`config.mk`:
```
export PLATFORM = sky130hd
export DESIGN_NAME = fpu_round_arbiter
export DESIGN_NICKNAME = d
export VERILOG_FILES = /design/src/rtl/fpu_round_arbiter.sv
export SDC_FILE = /design/constraint.sdc
export NUM_CORES = 1
export LEC_CHECK = 0
export ABC_AREA = 0
export BUFFER_PORTS_ARGS = -buffer_cell sky130_fd_sc_hd__clkbuf_2
export CORE_MARGIN = 3
export CORE_UTILIZATION = 47
export DETAILED_ROUTE_END_ITERATION = 10
export PLACE_DENSITY_LB_ADDON = 0.3
export SLEW_MARGIN = 15
export SYNTH_ARGS = -nofsm -noshare
export SYNTH_HDL_FRONTEND = slang
export SYNTH_SLANG_ARGS = --single-unit
```
`constraint.sdc`:
```
create_clock -name clk -period 2.4 [get_ports clk]
set_clock_uncertainty 0.1 [all_clocks]
set_input_delay 0.48 -clock clk [delete_from_list [all_inputs] [get_ports clk]]
set_output_delay 0.48 -clock clk [all_outputs]
set_load 0.01 [all_outputs]
```
`src/rtl/fpu_round_arbiter.sv`:
```
// Round-robin arbiter that shares one half-precision rounding unit between the
// FMUL/FMADD and FADD/FSUB paths; resolves dynamic rounding mode and accumulates fflags.
module fpu_round_arbiter #(
  parameter int STD = 15,
  parameter int MAN = 9,
  parameter int EXP = 4,
  parameter int W   = 2*MAN+EXP+6
) (
  input  logic           clk,
  input  logic           rst_l,
  input  logic [2:0]     frm,
  input  logic           req0_valid,
  output logic           req0_ready,
  input  logic [W-1:0]   req0_no,
  input  logic [2:0]     req0_rm,
  input  logic           req0_ovf,
  input  logic           req0_sticky,
  input  logic           req1_valid,
  output logic           req1_ready,
  input  logic [W-1:0]   req1_no,
  input  logic [2:0]     req1_rm,
  input  logic           req1_ovf,
  input  logic           req1_sticky,
  output logic [W-1:0]   rnd_no,
  output logic [2:0]     rnd_rm,
  output logic           rnd_ovf,
  output logic           rnd_sticky,
  input  logic [STD:0]   rnd_result,
  input  logic [2:0]     rnd_flags,
  output logic           out_valid,
  input  logic           out_ready,
  output logic [STD:0]   out_no,
  output logic [2:0]     out_flags,
  output logic           out_src,
  output logic           out_illegal,
  input  logic           fflags_clr,
  output logic [2:0]     fflags_acc
);

  typedef enum logic [1:0] {S_IDLE = 2'd0, S_RND = 2'd1, S_OUT = 2'd2} state_t;

  state_t         r_state, w_state_nxt;
  logic           r_last_grant;
  logic           w_can_acc, w_sel1, w_accept, w_hs;
  logic [W-1:0]   w_no;
  logic [2:0]     w_rm;
  logic           w_ovf, w_sticky;
  logic [3:0]     w_res;

  logic [W-1:0]   r_no_p0;
  logic [2:0]     r_rm_p0;
  logic           r_ovf_p0, r_sticky_p0, r_src_p0, r_ill_p0;
  logic [STD:0]   r_no_p1;
  logic [2:0]     r_flags_p1;
  logic           r_src_p1, r_ill_p1;
  logic [2:0]     r_acc;

  // Returns {illegal, mode}; an illegal resolved mode is replaced by RNE (000).
  function automatic logic [3:0] resolve_rm(input logic [2:0] rm, input logic [2:0] dyn);
    logic [2:0] eff;
    eff = (rm == 3'b111) ? dyn : rm;
    if (eff inside {3'b101, 3'b110, 3'b111}) return 4'b1000;
    return {1'b0, eff};
  endfunction

  function automatic logic [2:0] mask_flags(input logic illegal, input logic [2:0] flags);
    return illegal ? 3'b000 : flags;
  endfunction

  always_comb begin
    w_can_acc   = (r_state == S_IDLE) || ((r_state == S_OUT) && out_ready);
    // On a tie the requester that did not win last time is granted.
    w_sel1      = req1_valid && (!req0_valid || !r_last_grant);
    w_accept    = w_can_acc && (req0_valid || req1_valid);
    w_hs        = (r_state == S_OUT) && out_ready;
    req0_ready  = w_can_acc && req0_valid && !w_sel1;
    req1_ready  = w_can_acc && w_sel1;
    w_no        = w_sel1 ? req1_no     : req0_no;
    w_rm        = w_sel1 ? req1_rm     : req0_rm;
    w_ovf       = w_sel1 ? req1_ovf    : req0_ovf;
    w_sticky    = w_sel1 ? req1_sticky : req0_sticky;
    w_res       = resolve_rm(w_rm, frm);
    w_state_nxt = r_state;
    case (r_state)
      S_IDLE:  if (w_accept) w_state_nxt = S_RND;
      S_RND:   w_state_nxt = S_OUT;
      S_OUT:   if (out_ready) w_state_nxt = w_accept ? S_RND : S_IDLE;
      default: w_state_nxt = S_IDLE;
    endcase
  end

  always_ff @(posedge clk or negedge rst_l) begin
    if (!rst_l) begin
      r_state      <= S_IDLE;
      r_last_grant <= 1'b1;
    end else begin
      r_state <= w_state_nxt;
      if (w_accept) r_last_grant <= w_sel1;
    end
  end

  // Stage p0: granted operand held for the rounding unit
  always_ff @(posedge clk or negedge rst_l) begin
    if (!rst_l) begin
      r_no_p0     <= '0;
      r_rm_p0     <= 3'b000;
      r_ovf_p0    <= 1'b0;
      r_sticky_p0 <= 1'b0;
      r_src_p0    <= 1'b0;
      r_ill_p0    <= 1'b0;
    end else if (w_accept) begin
      r_no_p0     <= w_no;
      r_rm_p0     <= w_res[2:0];
      r_ovf_p0    <= w_ovf;
      r_sticky_p0 <= w_sticky;
      r_src_p0    <= w_sel1;
      r_ill_p0    <= w_res[3];
    end
  end

  // Stage p1: rounded result captured at the end of the RND cycle
  always_ff @(posedge clk or negedge rst_l) begin
    if (!rst_l) begin
      r_no_p1    <= '0;
      r_flags_p1 <= 3'b000;
      r_src_p1   <= 1'b0;
      r_ill_p1   <= 1'b0;
    end else if (r_state == S_RND) begin
      r_no_p1    <= rnd_result;
      r_flags_p1 <= mask_flags(r_ill_p0, rnd_flags);
      r_src_p1   <= r_src_p0;
      r_ill_p1   <= r_ill_p0;
    end
  end

  always_ff @(posedge clk or negedge rst_l) begin
    if (!rst_l) begin
      r_acc <= 3'b000;
    end else if (fflags_clr) begin
      r_acc <= w_hs ? r_flags_p1 : 3'b000;
    end else if (w_hs) begin
      r_acc <= r_acc | r_flags_p1;
    end
  end

  assign rnd_no      = r_no_p0;
  assign rnd_rm      = r_rm_p0;
  assign rnd_ovf     = r_ovf_p0;
  assign rnd_sticky  = r_sticky_p0;
  assign out_valid   = (r_state == S_OUT);
  assign out_no      = r_no_p1;
  assign out_flags   = r_flags_p1;
  assign out_src     = r_src_p1;
  assign out_illegal = r_ill_p1;
  assign fflags_acc  = r_acc;

endmodule

```
==> flow_summary.ini <==
[placement]
gp_congestion = 0.752
portBuffers = 153
dp.final_hpwl_um = 5340
dp.cells = 491
placed_cell_area_mm2 = 0.00356
post-place-ws_ns = 0.505

[timing]
tightest_slew_ns = 0.413
report.final.slew_viol_count = 0
period_share_pct = 84.5
fin_ws_ns = 0.371
fmax_mhz = 493
rsz0062_at_grt = false
min_period_ns = 2.03
finalHoldViolations = 0
relSlewSlack_pct = 72.4
tns_ns = 0
setup_violations = 0

[clock_network]
post_cts_buffers = 0
cts-root-buf = clkbuf_8
clkTransAtPathRegs_ns = 0.07
cts_buffers = 9
cts.repair.resized = 0
cts_num_sinks = 62
cts_tree = yes
htree_levels = 3
clock_latency_ns = 0.32
cts_buffer_depth = 2

[yosys]
syn-cell-area_mm2 = 0.00274
synth-seq-cells = 62
synth-async-reset-ratio_pct = 100
avgSynthCellArea_um2 = 9.94
synth-edff-count = 0
synthCells = 276
yosysSeqAreaShare_pct = 56.6
synth_top_area_share_pct = 55.7
synth_largest_area_cell = dfrtp_1
synth.area.top_cells = dfrtp_1 56%, nand2_1 9.7%, a31oi_1 6.8%
netlist-cell-type-count = 33
postSynthNetCount = 370
yosys_warnings = 0
ys.flop_type = dfrtp_1

[route]
dr_wl_met3_um = 694
dr.pass1.iters = 4
dr_wl_met2_um = 3140
drt_iter0_drc = 80
topRoutingLayerUsed = met4
remaining_drc_errors = 0
postRouteAntennaNets = 0
met1Wirelength_um = 2890
vias_per_cell = 4.86
wl_per_cell_um = 13.4
wirelength_um = 6830
vias = 2467

[setup_path]
worstPathRequired_ns = 1.82
cp-endpoint = req0_ready
crit_fanout = 8
end_kind = output port
critical_path.reg2reg.endpoint = rnd_rm[2]
cp.arrival_ns = 1.45
rr_startpoint = r_last_grant
r2r.worst_path.cells = 5
critPathKind = reg -> out
rrSetupSlack_ns = 0.64
cp-startpoint = r_last_grant
startpoint_type = register

[power]
powerDensity_mw_per_mm2 = 1220
ir_drop_uv = 634
p_leak_nw = 1.96

[hold_path]
min_path_type = in -> reg
min-delay-start = fflags_clr

[floorplanning]
dieArea_mm2 = 0.00679
fp.dieW_um = 82.4
core-area_mm2 = 0.00557
rows = 27
ios = 154
chipHeight_um = 82.4
start_util_pct = 49.2

[flow_run]
maxCapViolations = 0

[global_route]
grt_max_degree = 63
gr-usage-all-layers_pct = 20.9
antenna_found_initial = 0
grt-ovfl-total = 0
grt_pass1_vias = 2288
grt_pass1_wl_um = 10600

[cells_and_area]
fin_nets = 525
fin_cells = 508
flow.area_growth_from_synthesis_pct = 38.7
antenna_cells = 0
drive_gt1_share_pct = 42.0
stdcell_area_mm2 = 0.00380

[status]
status = completed
==> layout by cell type (no fill, tap or decap), drive strengths merged, types with 3 or more instances in the layout <==
| master | instances |
|---|---|
| mux2 | 18 |
| and2 | 3 |
| nor3 | 4 |
| inv | 4 |
| dfrtp | 61 |
| nand2b | 4 |
| buf | 7 |
| a21o | 3 |
| nand2 | 71 |
| nor2b | 4 |
| o21ai | 7 |
| nor2 | 32 |
| a31oi | 30 |
| clkbuf | 166 |
==> repair_timing <==
item,CTS,global route
endpoints found under the setup margin,0,0
hold endpoints to repair,13,0
hold buffers,1,0
==> critical path, cell delays in order (launching register included) <==
cell and delay [ns]:
dfstp_2 0.57, a21boi_4 0.10, nor4b_1 0.27, clkbuf_2 0.18
==> routing by layer <==
| metal | up-vias | GRT usage (%) |
|---|---|---|
| met1 | 1094 | 26.9 |
| met2 | 114 | 32.5 |
| li1 | 1249 | - |
| met3 | 10 | 6.83 |
| met5 | - | 0 |
| met4 | 0 | 8.64 |
==> state kept, by name, indices dropped and copies added (netlist names) <==
| signal | count |
|---|---|
| rnd_sticky | 1 |
| out_src | 1 |
| r_last_grant | 1 |
| out_illegal | 1 |
| r_ill_p0 | 1 |
| out_flags | 3 |
| rnd_rm | 3 |
| rnd_no | 28 |
| fflags_acc | 3 |
| r_src_p0 | 1 |
| rnd_ovf | 1 |
| out_no | 16 |
| r_state | 2 |
==> synth_stat cells, drive strengths merged, types with 2 or more instances <==
cell,count
mux2i,2
a31oi,30
o211ai,2
a21o,3
inv,4
nor3,4
dfrtp,61
nand3,2
nand2,71
and2,3
nand2b,4
clkbuf,7
nor2b,4
o21ai,7
buf,10
mux2,18
nor2,32
==> cell families (layout without fill, tap and decap cells) <==
group | Yosys count | in the layout | synth area share [%]
simple gates | 122 | 122 | 18.2
flops | 62 | 62 | 56.6
compound gates | 50 | 50 | 12.4
buf+inv | 22 | 182 | 4.65
mux | 20 | 20 | 8.12
==> cell type report <==
class                      instances  area, um^2
inverter                           5        23.8
multi-input combinational        192        1060
sequential                        62        1550
tap                               72        90.1
timing repair buffer             161         841
fill                             449        1770
clock buffer                      13         169
clock inverter                     3        65.1
==> where the power goes <==
group / switching [mW] / leakage (nW) / internal, mW
clock network: 0.377 / 0.120 / 0.669
logic: 0.972 / 1.12 / 0.795
registers: 0.285 / 0.727 / 1.56
==> stage by stage <==
step / hold WS, ns / power [mW] / utilization, %
4_1_cts: 0.257 / 4.71 / 68.2
2_1_floorplan: 0.0844 / 2.91 / -
3_5_place_dp: 0.326 / 3.66 / 63.9
3_3_place_gp: 0.329 / 3.59 / 63.9
6_report: 0.270 / 4.65 / 68.2
5_1_grt: 0.255 / 5.01 / 68.2
==> worst min-delay path by stage <==
stage	depth (start not counted)	end
after floorplan	0	fflags_acc[0]
after global placement	1	fflags_acc[1]
after detailed placement	1	fflags_acc[1]
after CTS	2	fflags_acc[1]
after global routing	2	fflags_acc[0]
final	2	fflags_acc[0]
(Power assumes the default switching activity.)
